<file path="src/rtl/rvm_bitwise_arb_pkg.sv">
// Shared constants and types for the rvm_bitwise arbiter: bitwise opcodes,
// arbiter FSM encodings and the captured command record.
package rvm_bitwise_arb_pkg;

  localparam logic [2:0] RVM_BITWISE_NOP = 3'd0;
  localparam logic [2:0] RVM_BITWISE_OR  = 3'd1;
  localparam logic [2:0] RVM_BITWISE_AND = 3'd2;
  localparam logic [2:0] RVM_BITWISE_XOR = 3'd3;

  localparam logic [1:0] RVM_BWARB_IDLE = 2'd0;
  localparam logic [1:0] RVM_BWARB_EXEC = 2'd1;
  localparam logic [1:0] RVM_BWARB_RESP = 2'd2;

  typedef struct packed {
    logic [2:0]  op;
    logic [31:0] lhs;
    logic [31:0] rhs;
  } bw_cmd_t;

  // Opcodes 4..7 have no meaning for the bitwise unit and are sequenced as NOP.
  function automatic logic [2:0] bw_legal_op(input logic [2:0] op);
    return (op > RVM_BITWISE_XOR) ? RVM_BITWISE_NOP : op;
  endfunction

endpackage

</file>
<file path="src/rtl/rvm_bitwise_arb_if.sv">
// Request/response handshakes of both requesters plus the link to the shared
// rvm_bitwise unit. slave = arbiter side, master = requesters and bitwise unit.
interface rvm_bitwise_arb_if;

  logic        req0_valid;
  logic        req0_ready;
  logic [2:0]  req0_op;
  logic [31:0] req0_lhs;
  logic [31:0] req0_rhs;
  logic        rsp0_valid;
  logic        rsp0_ready;
  logic [31:0] rsp0_result;

  logic        req1_valid;
  logic        req1_ready;
  logic [2:0]  req1_op;
  logic [31:0] req1_lhs;
  logic [31:0] req1_rhs;
  logic        rsp1_valid;
  logic        rsp1_ready;
  logic [31:0] rsp1_result;

  logic [2:0]  bw_op;
  logic [31:0] bw_lhs;
  logic [31:0] bw_rhs;
  logic        bw_valid;
  logic [31:0] bw_result;

  modport slave (
    input  req0_valid, req0_op, req0_lhs, req0_rhs, rsp0_ready,
    input  req1_valid, req1_op, req1_lhs, req1_rhs, rsp1_ready,
    input  bw_valid, bw_result,
    output req0_ready, rsp0_valid, rsp0_result,
    output req1_ready, rsp1_valid, rsp1_result,
    output bw_op, bw_lhs, bw_rhs
  );

  modport master (
    output req0_valid, req0_op, req0_lhs, req0_rhs, rsp0_ready,
    output req1_valid, req1_op, req1_lhs, req1_rhs, rsp1_ready,
    output bw_valid, bw_result,
    input  req0_ready, rsp0_valid, rsp0_result,
    input  req1_ready, rsp1_valid, rsp1_result,
    input  bw_op, bw_lhs, bw_rhs
  );

endinterface

</file>
<file path="src/rtl/rvm_rr_arb2.sv">
// Two-way round-robin arbiter: one-hot grant while enabled, and a pointer that
// favours whichever requester did not win the previous grant.
module rvm_rr_arb2 (
  input  logic       clk,
  input  logic       resetn,
  input  logic       en,
  input  logic [1:0] req,
  output logic [1:0] gnt
);

  logic prio1;

  always_comb begin
    gnt = '0;
    if (en) begin
      case (req)
        2'b01:   gnt = 2'b01;
        2'b10:   gnt = 2'b10;
        2'b11:   gnt = prio1 ? 2'b10 : 2'b01;
        default: gnt = '0;
      endcase
    end
  end

  always_ff @(posedge clk or negedge resetn) begin
    if (!resetn) begin
      prio1 <= 1'b0;
    end else if (|gnt) begin
      prio1 <= gnt[0];
    end
  end

endmodule

</file>
<file path="src/rtl/rvm_bitwise_arb.sv">
// Shares one rvm_bitwise unit between two requesters (IDLE/EXEC/RESP sequencer).
// Optional grant counters are built when RVM_BITWISE_ARB_STATS_EN is defined.
module rvm_bitwise_arb
  import rvm_bitwise_arb_pkg::*;
#(
  parameter int unsigned CNT_W = 16
) (
  input  logic             clk,
  input  logic             resetn,
`ifdef RVM_BITWISE_ARB_STATS_EN
  output logic [CNT_W-1:0] grant0_cnt,
  output logic [CNT_W-1:0] grant1_cnt,
`endif
  rvm_bitwise_arb_if.slave bus
);

  logic [1:0]  state;
  logic        owner;
  bw_cmd_t     cmd;
  bw_cmd_t     sel_cmd;
  logic [31:0] result;
  logic [1:0]  req;
  logic [1:0]  gnt;
  logic        in_idle;
  logic        in_exec;
  logic        in_resp;
  logic        rsp_done;

  assign in_idle = (state == RVM_BWARB_IDLE);
  assign in_exec = (state == RVM_BWARB_EXEC);
  assign in_resp = (state == RVM_BWARB_RESP);
  assign req     = {bus.req1_valid, bus.req0_valid};

  rvm_rr_arb2 u_rr (
    .clk    (clk),
    .resetn (resetn),
    .en     (in_idle),
    .req    (req),
    .gnt    (gnt)
  );

  always_comb begin
    sel_cmd = '0;
    if (gnt[1]) begin
      sel_cmd.op  = bw_legal_op(bus.req1_op);
      sel_cmd.lhs = bus.req1_lhs;
      sel_cmd.rhs = bus.req1_rhs;
    end else begin
      sel_cmd.op  = bw_legal_op(bus.req0_op);
      sel_cmd.lhs = bus.req0_lhs;
      sel_cmd.rhs = bus.req0_rhs;
    end
  end

  // Only the owner's rsp_ready can release the response.
  assign rsp_done = owner ? bus.rsp1_ready : bus.rsp0_ready;

  always_ff @(posedge clk or negedge resetn) begin
    if (!resetn) begin
      state  <= RVM_BWARB_IDLE;
      owner  <= 1'b0;
      cmd    <= '0;
      result <= '0;
    end else begin
      case (state)
        RVM_BWARB_IDLE: begin
          if (|gnt) begin
            cmd   <= sel_cmd;
            owner <= gnt[1];
            state <= RVM_BWARB_EXEC;
          end
        end
        RVM_BWARB_EXEC: begin
          result <= bus.bw_valid ? bus.bw_result : '0;
          state  <= RVM_BWARB_RESP;
        end
        RVM_BWARB_RESP: begin
          if (rsp_done) begin
            state <= RVM_BWARB_IDLE;
          end
        end
        default: state <= RVM_BWARB_IDLE;
      endcase
    end
  end

  assign bus.req0_ready  = gnt[0];
  assign bus.req1_ready  = gnt[1];
  assign bus.rsp0_valid  = in_resp & ~owner;
  assign bus.rsp1_valid  = in_resp & owner;
  assign bus.rsp0_result = result;
  assign bus.rsp1_result = result;

  assign bus.bw_op  = in_exec ? cmd.op  : RVM_BITWISE_NOP;
  assign bus.bw_lhs = in_exec ? cmd.lhs : '0;
  assign bus.bw_rhs = in_exec ? cmd.rhs : '0;

`ifdef RVM_BITWISE_ARB_STATS_EN
  always_ff @(posedge clk or negedge resetn) begin
    if (!resetn) begin
      grant0_cnt <= '0;
      grant1_cnt <= '0;
    end else begin
      if (gnt[0] && !(&grant0_cnt)) begin
        grant0_cnt <= grant0_cnt + 1'b1;
      end
      if (gnt[1] && !(&grant1_cnt)) begin
        grant1_cnt <= grant1_cnt + 1'b1;
      end
    end
  end
`else
  logic unused_cnt_w;
  assign unused_cnt_w = (CNT_W == 0);
`endif

endmodule
</file>
<file path="src/flat_wrapper.sv">
// flat-port wrapper written by rule: the top's interface ports become plain ports
module rvm_bitwise_arb_flat import rvm_bitwise_arb_pkg::*;
#(
  parameter int unsigned CNT_W = 16
)
  (clk, resetn, bus_req0_valid, bus_req0_op, bus_req0_lhs, bus_req0_rhs, bus_rsp0_ready, bus_req1_valid, bus_req1_op, bus_req1_lhs, bus_req1_rhs, bus_rsp1_ready, bus_bw_valid, bus_bw_result, bus_req0_ready, bus_rsp0_valid, bus_rsp0_result, bus_req1_ready, bus_rsp1_valid, bus_rsp1_result, bus_bw_op, bus_bw_lhs, bus_bw_rhs);
  rvm_bitwise_arb_if bus_i ();
  input  logic clk;
  input  logic resetn;
  input wire logic [$bits(bus_i.req0_valid)-1:0] bus_req0_valid;
  input wire logic [$bits(bus_i.req0_op)-1:0] bus_req0_op;
  input wire logic [$bits(bus_i.req0_lhs)-1:0] bus_req0_lhs;
  input wire logic [$bits(bus_i.req0_rhs)-1:0] bus_req0_rhs;
  input wire logic [$bits(bus_i.rsp0_ready)-1:0] bus_rsp0_ready;
  input wire logic [$bits(bus_i.req1_valid)-1:0] bus_req1_valid;
  input wire logic [$bits(bus_i.req1_op)-1:0] bus_req1_op;
  input wire logic [$bits(bus_i.req1_lhs)-1:0] bus_req1_lhs;
  input wire logic [$bits(bus_i.req1_rhs)-1:0] bus_req1_rhs;
  input wire logic [$bits(bus_i.rsp1_ready)-1:0] bus_rsp1_ready;
  input wire logic [$bits(bus_i.bw_valid)-1:0] bus_bw_valid;
  input wire logic [$bits(bus_i.bw_result)-1:0] bus_bw_result;
  output wire logic [$bits(bus_i.req0_ready)-1:0] bus_req0_ready;
  output wire logic [$bits(bus_i.rsp0_valid)-1:0] bus_rsp0_valid;
  output wire logic [$bits(bus_i.rsp0_result)-1:0] bus_rsp0_result;
  output wire logic [$bits(bus_i.req1_ready)-1:0] bus_req1_ready;
  output wire logic [$bits(bus_i.rsp1_valid)-1:0] bus_rsp1_valid;
  output wire logic [$bits(bus_i.rsp1_result)-1:0] bus_rsp1_result;
  output wire logic [$bits(bus_i.bw_op)-1:0] bus_bw_op;
  output wire logic [$bits(bus_i.bw_lhs)-1:0] bus_bw_lhs;
  output wire logic [$bits(bus_i.bw_rhs)-1:0] bus_bw_rhs;
  assign bus_i.req0_valid = bus_req0_valid;
  assign bus_i.req0_op = bus_req0_op;
  assign bus_i.req0_lhs = bus_req0_lhs;
  assign bus_i.req0_rhs = bus_req0_rhs;
  assign bus_i.rsp0_ready = bus_rsp0_ready;
  assign bus_i.req1_valid = bus_req1_valid;
  assign bus_i.req1_op = bus_req1_op;
  assign bus_i.req1_lhs = bus_req1_lhs;
  assign bus_i.req1_rhs = bus_req1_rhs;
  assign bus_i.rsp1_ready = bus_rsp1_ready;
  assign bus_i.bw_valid = bus_bw_valid;
  assign bus_i.bw_result = bus_bw_result;
  assign bus_req0_ready = bus_i.req0_ready;
  assign bus_rsp0_valid = bus_i.rsp0_valid;
  assign bus_rsp0_result = bus_i.rsp0_result;
  assign bus_req1_ready = bus_i.req1_ready;
  assign bus_rsp1_valid = bus_i.rsp1_valid;
  assign bus_rsp1_result = bus_i.rsp1_result;
  assign bus_bw_op = bus_i.bw_op;
  assign bus_bw_lhs = bus_i.bw_lhs;
  assign bus_bw_rhs = bus_i.bw_rhs;
  rvm_bitwise_arb #(.CNT_W(CNT_W)) u_core (.clk(clk), .resetn(resetn), .bus(bus_i));
endmodule
</file>
<file path="config.mk">
export PLATFORM = sky130hd
export DESIGN_NAME = rvm_bitwise_arb_flat
export DESIGN_NICKNAME = d
export VERILOG_FILES = /design/src/rtl/rvm_bitwise_arb_pkg.sv /design/src/rtl/rvm_bitwise_arb_if.sv /design/src/rtl/rvm_rr_arb2.sv /design/src/rtl/rvm_bitwise_arb.sv /design/src/flat_wrapper.sv
export SDC_FILE = /design/constraint.sdc
export NUM_CORES = 1
export LEC_CHECK = 0
export CORE_MARGIN = 1.5
export CORE_UTILIZATION = 36
export CTS_CLUSTER_SIZE = 40
export DETAILED_ROUTE_END_ITERATION = 6
export GPL_TIMING_DRIVEN = 0
export HOLD_SLACK_MARGIN = 0.08
export PLACE_DENSITY = 0.79
export SYNTH_ARGS = -nofsm -noshare
export SYNTH_HDL_FRONTEND = slang
export SYNTH_SLANG_ARGS = --single-unit
</file>
<file path="constraint.sdc">
create_clock -name clk -period 1.55 [get_ports clk]
set_clock_uncertainty 0.1 [all_clocks]
set_input_delay 0.31 -clock clk [delete_from_list [all_inputs] [get_ports clk]]
set_output_delay 0.31 -clock clk [all_outputs]
set_load 0.01 [all_outputs]
</file>
# == Yosys cells after proc, flatten, opt, wreduce, memory -nomap -nowiden ==
# Index checks and enable logic that the tools add are counted.
# op_classes
n_eq_ne,7
reduce_logical,4
bitwise,3
order_cmp,2
muxes,14
# ops
cell,count
2-to-1 mux 32 bit,3
2-to-1 mux 67 bit,1
one-hot mux 2 bit (3 select lines),2
2-to-1 mux 3 bit,3
2-to-1 mux 2 bit,4
== test 2 bit (second input constant),3
greater-than comparator 3 x 2 -> 1 bit (second input constant),2
== test 2 x 1 -> 1 bit (second input constant),2
!= test 2 bit (second input constant),2
AND reduction 2 bit,2
AND 1 bit,2
zero test 2 bit,1
OR reduction 2 bit,1
2-to-1 mux 1 bit,1
inverter 1 bit,1
# word_totals
inputBits,173
register_bits,103
word_cells,37
output_inout_bits,135

# == Logic depth before layout (Yosys ltp) ==
# depth
word_depth,6
depth_mapped,6
depth_no_buf,3

# == Modules after synthesis ==
# Synthesis repeated with hierarchy kept, for this count alone.
# unflattened
cells_unflattened,487
area_unflattened_um2,5557.8
# modules_own_cells
mod,instances,seq_area_each_um2,cells_each,area_each_um2
rvm_bitwise_arb,1,2552.4,479,5496.5
rvm_rr_arb2,1,25.0,8,61.3

# == Worst setup path after synthesis ==
# Ideal clock, no wire load.
# synth_path
path_kind,register -> register
from,register u_core.state[1]
to,register u_core.cmd[35] in the netlist's numbering
required_time_ns,1.324
n_path_buf,2
setup_ns,0.126
stages_incl_launch_ff,6
synth_period_minus_slack_ns,1.604
setup_slack_ns,-0.054
arrival_ns,1.378
cell_sequence,dfrtp_1 > nor2_4 > nand3_1 > buf_2 > clkbuf_1 > a221o_1
# synth_between
elab_chain_cells,4
elab_cells_between_ends,5
cone_classes,2 x mux; 3 x reduce/logical
# synth_rtl
element,line_no,rtl
from (decl),rvm_bitwise_arb.sv:17,logic [1:0] state;
from (signal assigned),rvm_bitwise_arb.sv:60,state <= RVM_BWARB_IDLE;
from (signal assigned),rvm_bitwise_arb.sv:70,state <= RVM_BWARB_EXEC;
from (signal assigned),rvm_bitwise_arb.sv:75,state <= RVM_BWARB_RESP;
zero test 2 bit *,"rvm_bitwise_arb.sv:29, rvm_bitwise_arb.sv:65",
2-to-1 mux 2 bit,rvm_rr_arb2.sv:15,if (en) begin
OR reduction 2 bit,rvm_bitwise_arb.sv:67,if (|gnt) begin
AND reduction 2 bit (no source line),--,
to (signal assigned),rvm_bitwise_arb.sv:68,cmd <= sel_cmd;
to (decl),rvm_bitwise_arb.sv:19,bw_cmd_t cmd;
# Mark *: on every way between the ends. The rest lies on a longest branch, timed or not.
# A chain may end at the register's enable or synchronous reset.

# == Worst setup path after layout ==
# layout_path
from,register u_core.state[0]
to,output port bus_req1_ready
# layout_between
elab_chain_cells,2
# layout_rtl
element,line_no,rtl
zero test 2 bit,rvm_bitwise_arb.sv:29,assign in_idle = (state == RVM_BWARB_IDLE);
2-to-1 mux 2 bit,rvm_rr_arb2.sv:15,
to (decl),flat_wrapper.sv:25,output wire logic [$bits(bus_i.req1_ready)-1:0] bus_req1_ready;
# Every way passes these cells.

==> key figures <==
Synth
  • Avg Cell Area, Syn: 9.88 µm²
  • Number of distinct standard cells referenced by the synthesized netlist: 26
  • Most area-hungry cell type in the Yosys netlist: dfrtp_1
  • Post-Synthesis Net Count: 759
  • Dominant cells by area after synthesis: dfrtp_1, a221o_1, and4_1
  • Synth Cell Area: roughly 5800 µm²
  • Seq cells post-synth: 103
  • Synthesized instance count: 586
  • Portion of synthesized cell area occupied by the leading cell type: 44.5%
  • Proportion of synthesized chip area in sequential cells: 44.5%
  • Number of warning messages in the yosys log: 0

Critical path
  • Sort of element at the end of the critical path: primary output
  • Setup slack on the worst flop-to-flop path: -0.33 ns
  • Highest cell delay on the worst timing path: 0.40 ns
  • Worst setup path startpoint: u_core.state[0]$_DFFE_PN0P_
  • Data arrival time of the critical path: 1.61 ns
  • Critical Path RT: 1.14 ns
  • Most used cell along the critical path: buf_6
  • Endpoint of the worst register-to-register path: u_core.cmd[46]$_DFFE_PN0P_
  • Critical path's slowest cell: dfrtp_2
  • Register-to-Register Path Depth: 7
  • Timing endpoint of the critical path: bus_req1_ready
  • Worst reg2reg startpoint: u_core.state[0]$_DFFE_PN0P_
  • Kind of critical path: register to primary output
  • Max FO, Critical Path: 10
  • Kind of start point of the critical path: register
  • Cell-by-cell listing of the critical path: buf_4 > nor2_4 > nand3_2 > buf_6 > buf_6 > inv_2 > buf_6

Power and ir drop
  • Highest ir drop seen on vdd: 723 µV
  • Leakage power: 4.85 nW
  • Total power: just under 0.02 W
  • Cell area power density: 1860 nW/µm²

Finish
  • Area occupied by multi-input gates: 2980 µm²
  • Number of nets in the final layout: 1122
  • Ratio of cells with drive above 1 in the final layout: 34.3%
  • Area growth syn-to-layout: 79.9%
  • Filler cell count: 1285
  • Number of antenna diodes: 0
  • Post-route cell area: 10400 µm²
  • Post-Layout Cell Count: 1170
  • Combined flip-flop and latch cell area: 2580 µm²
  • Util after Layout: 66.1%

Detailed routing
  • Number of detailed-routing iterations run before antenna repair: 5
  • Number of vias per cell: 5.28
  • Via count: 6173
  • Aggregate routed wire length: 22800 µm
  • WL per Instance: 19.5 µm
  • Post-route antenna net violation count: 0
  • DRC violation count after routing: 0
  • Count of routing violations after the opening detailed-route iteration: 390

Floorplan
  • Row count: 46
  • Area inside the core boundary: 15800 µm²
  • Die width: 130 µm
  • Io pins: 308
  • Die Outline Area: between 15000 and 20000 µm²
  • Starting Density: 36.7%
  • Overall die height: 130 µm

CTS
  • TritonCTS clock tree: built
  • Max Root-Sink Buffers: 2
  • Clock buffer count from CTS: 9
  • Cell at the root of the clock tree: clkbuf_16
  • Clock insertion delay at the later pin of the skew report: about 0.35 ns
  • Register clock-pin slew on the reported worst setup and hold paths: 0.08 ns
  • # H-tree levels: 3
  • Number of sinks on the clock net: 103

Hold path
  • Class of the tightest hold or removal check: register to register

Global route
  • Antenna violations before repair: 0
  • Combined global-route utilization of all metal layers: 25.8%
  • Via count of the first global-routing pass: slightly above 6k
  • Maximum number of pins on one net before global-route repair: 59
  • Global-route wire length before repair: 33200 µm
  • Global route overflow: 0

Flow run
  • Max-cap viol count: 0

Placed design
  • Final weighted congestion in routability-driven placement: ~0.87
  • Number of cells in the design after placement: 1109
  • Minimum setup slack after placement: -1.13 ns
  • Detailed placer's ending HPWL: 15700 µm
  • Post-place instance area: 9170 µm²
  • Number of buffers inserted by port buffering: 306

STA
  • Max-slew violation total from the final report: 0
  • Maximum achievable frequency: 495 MHz
  • Final period utilization: 130%
  • Final Hold Violating Endpoints: 0
  • Min setup slack post-route: -0.469 ns
  • Count of endpoints failing setup in the final report: 139
  • Setup repair after global routing missed its margin: yes
  • Actual slew at the worst max-slew pin: 0.685 ns
  • Max-Slew Margin vs Limit: 54.3%
  • Time the final worst path needs with I/O delays and setup: 2.02 ns

Outcome
  • Violations in the final reports: setup timing
  • Status: complete, but fails checks
==> through the flow <==
stage	setup TNS [ns]	hold slack, ns
floorplan	-0.469	-0.0856
global placement	-522.63	0.363
detailed placement	-112.36	0.279
CTS	-54.03	0.394
global route	-53.60	0.413
finish	-46.10	0.388
==> worst min path at each step <==
stage,end,slack (ns),cells after the start,startpoint
floorplan,u_core.bus.rsp0_result[0]$_DFFE_PN0N_,-0.09,0,resetn
global placement,u_core.cmd[66]$_DFFE_PN0P_,0.36,1,u_core.cmd[66]$_DFFE_PN0P_
detailed placement,u_core.bus.rsp0_result[1]$_DFFE_PN0N_,0.28,1,resetn
CTS,u_core.bus.rsp0_result[13]$_DFFE_PN0N_,0.39,2,u_core.bus.rsp0_result[13]$_DFFE_PN0N_
global route,u_core.bus.rsp0_result[13]$_DFFE_PN0N_,0.41,2,u_core.bus.rsp0_result[13]$_DFFE_PN0N_
finish,u_core.bus.rsp0_result[13]$_DFFE_PN0N_,0.39,2,u_core.bus.rsp0_result[13]$_DFFE_PN0N_
==> final cells by class <==
type | count | area share, %
repair buffers | 359 | 33.7
multi-input cells | 381 | 28.6
flip-flops and latches | 103 | 24.8
plain buffers | 92 | 7.11
well taps | 216 | 2.59
clock buffers | 9 | 2.16
clock inverters | 7 | 0.913
inverters | 3 | 0.108
==> power by group <==
part / total, W / switching [W] / internal (W)
Sequential: 0.00493 / 0.000886 / 0.00404
Combinational: 0.0119 / 0.00522 / 0.00672
Clock: 0.00252 / 0.00109 / 0.00142
==> registers in the layout, summed over array words and instances (netlist names) <==
register	count
u_core.cmd	67
u_core.bus.rsp0_result	32
u_core.state	2
u_core.owner	1
u_core.u_rr.prio1	1
==> placed cells by master, fill, tap and decap left out, types with 2 or more instances in the layout <==
cell type	synthesis	routed
clkdlybuf4s50_1	0	169
clkbuf_16	0	13
nor2_4	1	3
bufinv_16	0	2
clkinv_2	0	2
clkbuf_2	1	14
o21ai_0	2	2
inv_6	0	2
nand3_2	0	3
dfrtp_1	103	101
nor3b_1	64	46
clkbuf_1	43	12
buf_2	21	28
inv_1	3	2
nand2b_4	0	2
nand2_1	64	64
and2_1	68	13
a221o_1	66	66
nor2b_1	3	2
dfrtp_2	0	2
and4_1	66	66
clkbuf_4	0	7
and2_4	0	55
clkbuf_8	0	9
buf_6	0	79
clkdlybuf4s15_1	0	13
buf_1	2	2
dlygate4sd2_1	0	33
buf_12	0	2
buf_8	0	8
nand3_1	33	30
nor3b_2	0	17
buf_4	32	69
==> cells by family (layout without fill, tap and decap cells) <==
group | count (synthesis) | after routing | share of synthesized area (%)
and+or+nand+nor | 307 | 307 | 34.0
DFF | 103 | 103 | 44.5
buffers and inverters | 102 | 470 | 9.16
AOI/OAI and AO/OA | 73 | 73 | 12.1
muxes | 1 | 1 | 0.194
==> per-layer routing <==
metal / vias up / global-route usage (%) / routed length, µm
met5: - / 0 / 0
met4: 0 / 10.1 / 620
met3: 41 / 5.29 / 1580
met2: 254 / 44.0 / 11300
met1: 3020 / 32.1 / 9280
li1: 2858 / - / -
==> critical path: cells and delay by family (launching register included) <==
family,cells,cell delay (ns)
simple gates,2,0.27
buf+inv,5,0.59
flops,1,0.40
==> synthesized netlist by cell type <==
| master | instances |
|---|---|
| clkbuf_1 | 43 |
| buf_4 | 32 |
| o21ai_0 | 2 |
| nand2_1 | 64 |
| nor2b_1 | 3 |
| a221o_1 | 66 |
| mux2_2 | 1 |
| buf_1 | 2 |
| nand2b_1 | 3 |
| nor2_1 | 2 |
| nand3_1 | 33 |
| dfrtp_1 | 103 |
| nor2_4 | 1 |
| nor3b_1 | 64 |
| and2_1 | 68 |
| or3b_2 | 1 |
| a211oi_1 | 1 |
| and4_1 | 66 |
| clkbuf_2 | 1 |
| nor2_2 | 1 |
| or2_2 | 1 |
| inv_1 | 3 |
| a31oi_1 | 1 |
| a21oi_1 | 2 |
| o21ai_2 | 1 |
| buf_2 | 21 |
==> timing repair <==
action,4_1_cts,5_1_grt
setup endpoints to repair,235,188
endpoints found under the hold margin,45,0
pin swaps,47,12
gates cloned,8,1
buffers inserted,42,9
hold buffers,1,0
gates resized for setup,598,90
Note: power is estimated with default switching activity, not from simulation.
